==> config.mk <==
export PLATFORM = sky130hd
export DESIGN_NAME = tw_mult_stage4
export DESIGN_NICKNAME = d
export VERILOG_FILES = /design/src/rtl/fft_pkg.sv /design/src/rtl/fft_cmult.sv /design/src/rtl/tw_mult_stage4.sv
export SDC_FILE = /design/constraint.sdc
export NUM_CORES = 2
export LEC_CHECK = 0
export CAP_MARGIN = 20
export CORE_ASPECT_RATIO = 1.2
export CORE_MARGIN = 2
export CORE_UTILIZATION = 50
export CTS_CLUSTER_DIAMETER = 100
export DETAILED_ROUTE_END_ITERATION = 8
export PLACE_DENSITY = 0.67
export SETUP_SLACK_MARGIN = 0.05
export SYNTH_ARGS = -nofsm -noshare
export SYNTH_HDL_FRONTEND = slang
export SYNTH_SLANG_ARGS = --single-unit
==> constraint.sdc <==
create_clock -name clk -period 14.2 [get_ports clk]
set_input_delay 2.84 -clock clk [delete_from_list [all_inputs] [get_ports clk]]
set_output_delay 2.84 -clock clk [all_outputs]
set_load 0.005 [all_outputs]
==> src/rtl/fft_pkg.sv <==
// Shared constants, types and helpers for the MDC FFT twiddle stages.
// Contents:
//   DATA_W_DEFAULT  default signed sample width
//   SEG_LEN_DEFAULT default number of valid samples per twiddle index
//   TW_W, TW_FRAC   twiddle word width and fraction bits (Q1.7, 128 = 1.0)
//   TW_ONE, TW_C45  twiddle magnitudes used by the 4-entry ROM
//   tw_idx_e        twiddle index as driven to the ROM select
//   sat()           clamp a wide signed value into a w-bit signed range
package fft_pkg;

  localparam int DATA_W_DEFAULT  = 16;
  localparam int SEG_LEN_DEFAULT = 2;
  localparam int TW_W            = 9;
  localparam int TW_FRAC         = 7;
  localparam int TW_ONE          = 128;
  localparam int TW_C45          = 90;

  // W = 1, (90-j90)/128, -j, (-90-j90)/128
  typedef enum logic [1:0] {
    TW_IDX_ONE  = 2'd0,
    TW_IDX_M45  = 2'd1,
    TW_IDX_MJ   = 2'd2,
    TW_IDX_M135 = 2'd3
  } tw_idx_e;

  // Clamp x to [-2^(w-1), 2^(w-1)-1]; the caller narrows the result to w bits
  function automatic logic signed [63:0] sat(input logic signed [63:0] x, input int w);
    logic signed [63:0] maxV;
    logic signed [63:0] minV;
    maxV = (64'sd1 <<< (w - 1)) - 64'sd1;
    minV = -(64'sd1 <<< (w - 1));
    if (x > maxV)
      sat = maxV;
    else if (x < minV)
      sat = minV;
    else
      sat = x;
  endfunction

endpackage

==> src/rtl/fft_cmult.sv <==
// Complex multiply by a Q1.7 twiddle with rescale and saturation (pipeline
// stages S2 and S3), shared by the MDC twiddle stages.
// Configuration macro: TW_ROUND_EN (round half up before the >>7; otherwise
// truncation toward -inf). Latency is two cycles either way.
// Ports:
//   clk        clock
//   rst_n      synchronous active-low reset
//   valid_i    sample valid        first_i / last_i  frame flags
//   a_i, b_i   sample real / imag (signed DATA_W)
//   c_i, d_i   twiddle real / imag (signed Q1.7)
//   valid_o    result valid        first_o / last_o  frame flags
//   re_o, im_o saturated result real / imag, zero when valid_o is low
module fft_cmult
  import fft_pkg::*;
#(
  parameter int DATA_W = DATA_W_DEFAULT
) (
  input  logic                     clk,
  input  logic                     rst_n,
  input  logic                     valid_i,
  input  logic                     first_i,
  input  logic                     last_i,
  input  logic signed [DATA_W-1:0] a_i,
  input  logic signed [DATA_W-1:0] b_i,
  input  logic signed [TW_W-1:0]   c_i,
  input  logic signed [TW_W-1:0]   d_i,
  output logic                     valid_o,
  output logic                     first_o,
  output logic                     last_o,
  output logic signed [DATA_W-1:0] re_o,
  output logic signed [DATA_W-1:0] im_o
);

  localparam int PW = DATA_W + TW_W;
  localparam int SW = PW + 1;
  // One extra bit so the rounding offset can never wrap the sum
  localparam int RW = SW + 1;

`ifdef TW_ROUND_EN
  localparam logic signed [RW-1:0] RND = RW'(1 << (TW_FRAC - 1));
`else
  localparam logic signed [RW-1:0] RND = '0;
`endif

  logic signed [PW-1:0]     ac_d, bd_d, ad_d, bc_d;
  logic signed [PW-1:0]     ac_q, bd_q, ad_q, bc_q;
  logic                     s2Valid_q, s2First_q, s2Last_q;
  logic signed [SW-1:0]     reSum, imSum;
  logic signed [RW-1:0]     reRnd, imRnd, reShift, imShift;
  logic signed [DATA_W-1:0] re_d, im_d;
  logic                     valid_q, first_q, last_q;
  logic signed [DATA_W-1:0] re_q, im_q;

  // S2: four partial products at full precision
  always_comb begin
    ac_d = PW'(a_i) * PW'(c_i);
    bd_d = PW'(b_i) * PW'(d_i);
    ad_d = PW'(a_i) * PW'(d_i);
    bc_d = PW'(b_i) * PW'(c_i);
  end

  // S3: combine, optional round, arithmetic rescale, clamp; zero when idle
  always_comb begin
    reSum   = SW'(ac_q) - SW'(bd_q);
    imSum   = SW'(ad_q) + SW'(bc_q);
    reRnd   = RW'(reSum) + RND;
    imRnd   = RW'(imSum) + RND;
    reShift = reRnd >>> TW_FRAC;
    imShift = imRnd >>> TW_FRAC;
    re_d    = '0;
    im_d    = '0;
    if (s2Valid_q) begin
      re_d = DATA_W'(sat(64'(reShift), DATA_W));
      im_d = DATA_W'(sat(64'(imShift), DATA_W));
    end
  end

  always_ff @(posedge clk) begin
    if (!rst_n) begin
      ac_q      <= '0;
      bd_q      <= '0;
      ad_q      <= '0;
      bc_q      <= '0;
      s2Valid_q <= 1'b0;
      s2First_q <= 1'b0;
      s2Last_q  <= 1'b0;
      valid_q   <= 1'b0;
      first_q   <= 1'b0;
      last_q    <= 1'b0;
      re_q      <= '0;
      im_q      <= '0;
    end else begin
      ac_q      <= ac_d;
      bd_q      <= bd_d;
      ad_q      <= ad_d;
      bc_q      <= bc_d;
      s2Valid_q <= valid_i;
      s2First_q <= valid_i & first_i;
      s2Last_q  <= valid_i & last_i;
      valid_q   <= s2Valid_q;
      first_q   <= s2Valid_q & s2First_q;
      last_q    <= s2Valid_q & s2Last_q;
      re_q      <= re_d;
      im_q      <= im_d;
    end
  end

  assign valid_o = valid_q;
  assign first_o = first_q;
  assign last_o  = last_q;
  assign re_o    = re_q;
  assign im_o    = im_q;

endmodule

==> src/rtl/tw_mult_stage4.sv <==
// Twiddle-multiply stage behind the 4-entry twiddle ROM of the 32-point MDC
// FFT. Owns the segment/index counters that select the ROM entry, registers
// the sample with its twiddle (S1) and hands off to fft_cmult (S2, S3).
// Fixed latency of 3 cycles from in_valid to out_valid, no stalls.
// Configuration macro: TW_ROUND_EN (round half up in fft_cmult).
// Ports:
//   clk, rst_n            clock, synchronous active-low reset
//   in_valid, in_first    input strobe and frame start (first needs valid)
//   in_re, in_im          input sample (signed DATA_W)
//   rom_idx               twiddle index for the current sample, to the ROM
//   tw_re, tw_im          ROM twiddle (signed Q1.7), same cycle as the sample
//   out_valid             result strobe
//   out_first, out_last   frame start / frame end flags of the result
//   out_re, out_im        saturated product, zero when out_valid is low
module tw_mult_stage4
  import fft_pkg::*;
#(
  parameter int DATA_W  = DATA_W_DEFAULT,
  parameter int SEG_LEN = SEG_LEN_DEFAULT
) (
  input  logic                     clk,
  input  logic                     rst_n,
  input  logic                     in_valid,
  input  logic                     in_first,
  input  logic signed [DATA_W-1:0] in_re,
  input  logic signed [DATA_W-1:0] in_im,
  output logic [1:0]               rom_idx,
  input  logic signed [TW_W-1:0]   tw_re,
  input  logic signed [TW_W-1:0]   tw_im,
  output logic                     out_valid,
  output logic                     out_first,
  output logic                     out_last,
  output logic signed [DATA_W-1:0] out_re,
  output logic signed [DATA_W-1:0] out_im
);

  localparam int SEG_W = (SEG_LEN > 1) ? $clog2(SEG_LEN) : 1;

  logic [SEG_W-1:0]         seg_q, seg_d, segCur;
  tw_idx_e                  idx_q, idx_d, idxCur;
  logic                     takeFirst, segEnd, lastCur;
  logic                     s1Valid_q, s1First_q, s1Last_q;
  logic signed [DATA_W-1:0] s1Re_q, s1Im_q;
  logic signed [TW_W-1:0]   s1TwRe_q, s1TwIm_q;

  // The counters hold the position of the next sample; a qualified in_first
  // overrides it to the frame start so the current sample and the ROM select
  // both see index 0 in the same cycle.
  always_comb begin
    takeFirst = in_valid & in_first;
    segCur    = takeFirst ? '0 : seg_q;
    idxCur    = takeFirst ? TW_IDX_ONE : idx_q;
    segEnd    = (segCur == SEG_W'(SEG_LEN - 1));
    lastCur   = segEnd && (idxCur == TW_IDX_M135);
    seg_d     = seg_q;
    idx_d     = idx_q;
    if (in_valid) begin
      if (segEnd) begin
        seg_d = '0;
        idx_d = tw_idx_e'(idxCur + 2'd1);
      end else begin
        seg_d = segCur + SEG_W'(1);
        idx_d = idxCur;
      end
    end
  end

  assign rom_idx = idxCur;

  // S1: capture sample, twiddle and frame flags together
  always_ff @(posedge clk) begin
    if (!rst_n) begin
      seg_q     <= '0;
      idx_q     <= TW_IDX_ONE;
      s1Valid_q <= 1'b0;
      s1First_q <= 1'b0;
      s1Last_q  <= 1'b0;
      s1Re_q    <= '0;
      s1Im_q    <= '0;
      s1TwRe_q  <= '0;
      s1TwIm_q  <= '0;
    end else begin
      seg_q     <= seg_d;
      idx_q     <= idx_d;
      s1Valid_q <= in_valid;
      s1First_q <= takeFirst;
      s1Last_q  <= in_valid & lastCur;
      s1Re_q    <= in_re;
      s1Im_q    <= in_im;
      s1TwRe_q  <= tw_re;
      s1TwIm_q  <= tw_im;
    end
  end

  fft_cmult #(
    .DATA_W (DATA_W)
  ) u_cmult (
    .clk     (clk),
    .rst_n   (rst_n),
    .valid_i (s1Valid_q),
    .first_i (s1First_q),
    .last_i  (s1Last_q),
    .a_i     (s1Re_q),
    .b_i     (s1Im_q),
    .c_i     (s1TwRe_q),
    .d_i     (s1TwIm_q),
    .valid_o (out_valid),
    .first_o (out_first),
    .last_o  (out_last),
    .re_o    (out_re),
    .im_o    (out_im)
  );

endmodule

==> flow_metrics.env <==
export IMPL_yosysWarnings=0
export IMPL_synth_edf_count=0
export IMPL_crit_slowest_cell="clkdlybuf4s50_1"
export IMPL_pre_cts_ws_ns=7.15
export IMPL_fill_cells=4825
export IMPL_drv_slew=0
export IMPL_crit_path_frequent_cell="clkdlybuf4s50_1"
export IMPL_cts_tree="built"
export IMPL_core_area_um2=52600
export IMPL_max_vdd_ir_drop_v=0.0000730
export IMPL_path_depth=3
export IMPL_grt_max_degree=106
export IMPL_clock_latency_ns=0.51
export IMPL_grt_pass1_wl_um=101000
export IMPL_area_growth_pct=8.16
export IMPL_viasPerCell=5.30
export IMPL_fin_worst_skew_ns=0.0226
export IMPL_initial_core_util=0.507
export IMPL_drc=0
export IMPL_relSlewSlack=0.288
export IMPL_hpwl_um=44600
export IMPL_wl_met3_um=2720
export IMPL_grtUsageTotal=0.227
export IMPL_die_y_um=257
export IMPL_cp_top_family="buffers and inverters"
export IMPL_r2r_cells=17
export IMPL_synthFlopType="dfxtp_1"
export IMPL_rsz0062_at_grt="false"
export IMPL_p_leak_uw=0.0147
export IMPL_ff_latch_area_um2=3880
export IMPL_final_nets=3632
export IMPL_tightest_slew_ns=1.07
export IMPL_cts_buffers=17
export IMPL_synthMuxAreaShare=0.00113
export IMPL_finalHoldViolations=0
export IMPL_worstPathRequired_ns=11.36
export IMPL_yosysTopAreaCell="fa_1"
export IMPL_status="completed"
export IMPL_yosysTopAreaCellShare=0.357
export IMPL_avgSynthCellArea_um2=9.45
export IMPL_first_pass_iters=5
export IMPL_yosys_cell_count_top_type="fa_1"
export IMPL_syn_cell_area_um2=26700
export IMPL_synth_seq_cells=194
export IMPL_crit_start="in_valid"
export IMPL_end_kind="primary output"
export IMPL_highest_layer="met4"
export IMPL_synth_top_family_by_area="adder cells"
export IMPL_synthXorXnorAreaFrac=0.0394
export IMPL_hp_class="reg2reg"
export IMPL_synth_compound_area_frac=0.0801
export IMPL_path_cells="clkdlybuf4s50_1 > a21boi_0 > clkdlybuf4s50_1"
export IMPL_setup_violations=0
export IMPL_synthArstFlopShare=0
export IMPL_syn_nets=3611
export IMPL_multi_input_area_um2=20700
export IMPL_synthAdderAreaFrac=0.478
export IMPL_r2r_start="s1TwRe_q[8]"
export IMPL_grt_pass1_vias=20100
export IMPL_cp_num_buf_inv=2
export IMPL_path_max_fanout=7
export IMPL_cts_clk_slew_worst_paths_ns=0.07
export IMPL_wirelength_met1_um=25700
export IMPL_port_buffers=90
export IMPL_cts_htree_levels=4
export IMPL_crit_type="in2out"
export IMPL_num_antenna_cells=0
export IMPL_ant_nets=0
export IMPL_synthTopCellsByCount="fa_1 (476), inv_1 (429), and2_1 (392)"
export IMPL_tns_ns=0
export IMPL_pwr_density_cell_nw_per_um2=97.1
export IMPL_arrival_ns=4.22
export IMPL_dr_total_vias=18900
export IMPL_clk_path_buf_depth=2
export IMPL_cts_repair_resized=0
export IMPL_antenna_found_initial=0
export IMPL_period_needed_ns=7.06
export IMPL_wl_per_cell_um=16.4
export IMPL_fp_row_count=92
export IMPL_post_cts_buffers=0
export IMPL_finalPower_uw=2800
export IMPL_timing_fmax_ghz=0.142
export IMPL_hold_buffers=0
export IMPL_grt_overflow=0
export IMPL_gp_congestion=0.840
export IMPL_drive_gt1_frac=0.0329
export IMPL_start_kind="primary input"
export IMPL_setup_ws_ns=7.14
export IMPL_cap_violations=0
export IMPL_period_share=0.497
export IMPL_root_buffer="clkbuf_16"
export IMPL_r2r_setup_slack_ns=7.69
export IMPL_io_pins=91
export IMPL_crit_end="rom_idx[1]"
export IMPL_rr_endpoint="u_cmult.bc_q[24]"
export IMPL_seq_area_frac_synth=0.146
export IMPL_synth_simple_gate_area_frac=0.178
export IMPL_dieWidth_um=215
export IMPL_fp_dieArea_um2=55200
export IMPL_numClockSinks=194
export IMPL_netlist_instances=2824
export IMPL_drt_iter0_drc=1009
export IMPL_dr_wl_met2_um=28200
export IMPL_yosys_top_cells_area="fa_1 (36%), dfxtp_1 (15%), ha_1 (12%)"
export IMPL_yosysUniqueCellTypes=78
export IMPL_slowest_delay_ns=0.56
export IMPL_hold_path_depth=1
export IMPL_wirelength_um=58600
==> how the worst min path moves through the flow <==
stage | startpoint | to | slack, ns
finish | u_cmult.s2First_q | u_cmult.first_o | 0.47
global route | s1First_q | u_cmult.s2First_q | 0.49
CTS | s1First_q | u_cmult.s2First_q | 0.47
detailed placement | u_cmult.s2First_q | u_cmult.first_o | 0.45
global placement | u_cmult.s2Last_q | u_cmult.last_o | 0.45
floorplan | s1First_q | u_cmult.s2First_q | 0.44
==> through the flow <==
| stage | instances | hold slack (ns) | area [um2] | utilization |
|---|---|---|---|---|
| global placement | 3530 | 0.449 | 28200 | 0.536 |
| detailed placement | 3530 | 0.451 | 28200 | 0.536 |
| global route | 3563 | 0.493 | 28900 | 0.549 |
| CTS | 3562 | 0.470 | 28800 | 0.548 |
| floorplan | 2824 | 0.437 | 26700 | - |
| finish | 3563 | 0.466 | 28900 | 0.549 |
==> where the power goes <==
| group | internal [uW] | switching [uW] | leakage, uW |
|---|---|---|---|
| clock network | 268 | 254 | 0.000301 |
| logic | 705 | 873 | 0.0128 |
| registers | 644 | 57.2 | 0.00160 |
| total | 1620 | 1180 | 0.0147 |
==> routing by layer <==
metal  vias to the layer above  track usage
li1                       8820            -
met1                      9533        0.303
met2                       449        0.376
met3                        86       0.0330
met4                         0       0.0866
met5                         -            0
==> final cells by class <==
| class | instances | area share |
|---|---|---|
| timing repair buffer | 119 | 0.0394 |
| sequential | 194 | 0.135 |
| multi-input combinational | 2082 | 0.718 |
| tap | 705 | 0.0306 |
| inverter | 431 | 0.0561 |
| clock buffer | 18 | 0.0149 |
| clock inverter | 14 | 0.00650 |
==> sequential cells by signal (all words and copies together) (netlist names), 9 cells and up <==
signal / count
s1Re_q: 16
u_cmult.bc_q: 25
s1TwIm_q: 9
u_cmult.ac_q: 25
u_cmult.re_o: 16
u_cmult.bd_q: 25
u_cmult.ad_q: 25
s1TwRe_q: 9
u_cmult.im_o: 16
s1Im_q: 16
==> worst register-to-register path: stages (launching register included) <==
cell       delay, ns
dfxtp_1         0.74
clkinv_1        0.93
nor2_1          0.35
fa_1            0.47
fa_1            0.46
fa_1            0.51
fa_1            0.41
ha_1            0.29
ha_1            0.34
a21oi_1         0.21
nor2b_1         0.07
o211ai_1        0.16
nand2_1         0.10
o41ai_1         0.52
a211oi_1        0.25
o2111ai_1       0.31
nand3_1         0.10
and3b_1         0.18
==> layout by cell type (no fill, tap or decap), types with 12 or more instances in the layout <==
master / instances
nor2_1: 83
nor2b_1: 18
fa_1: 476
xnor2_1: 86
clkbuf_16: 17
o21bai_1: 12
a21o_1: 40
o21ai_0: 63
nand2b_1: 23
and2_1: 392
ha_1: 257
clkdlybuf4s50_1: 89
and3_1: 25
xor2_1: 34
inv_1: 429
nand2_1: 311
nand3_1: 14
nor3_1: 15
dfxtp_1: 194
a21oi_1: 78
buf_4: 29
o31ai_1: 17
==> cell families (layout without fill, tap and decap cells) <==
group | after synthesis | after routing
and+or+nand+nor | 917 | 917
buffers and inverters | 548 | 582
AOI/OAI and AO/OA | 309 | 309
adders and majority gates | 733 | 733
DFF | 194 | 194
muxes | 3 | 3
xor gates and xnor gates | 120 | 120
No activity file was read; power rests on OpenSTA's default activity.
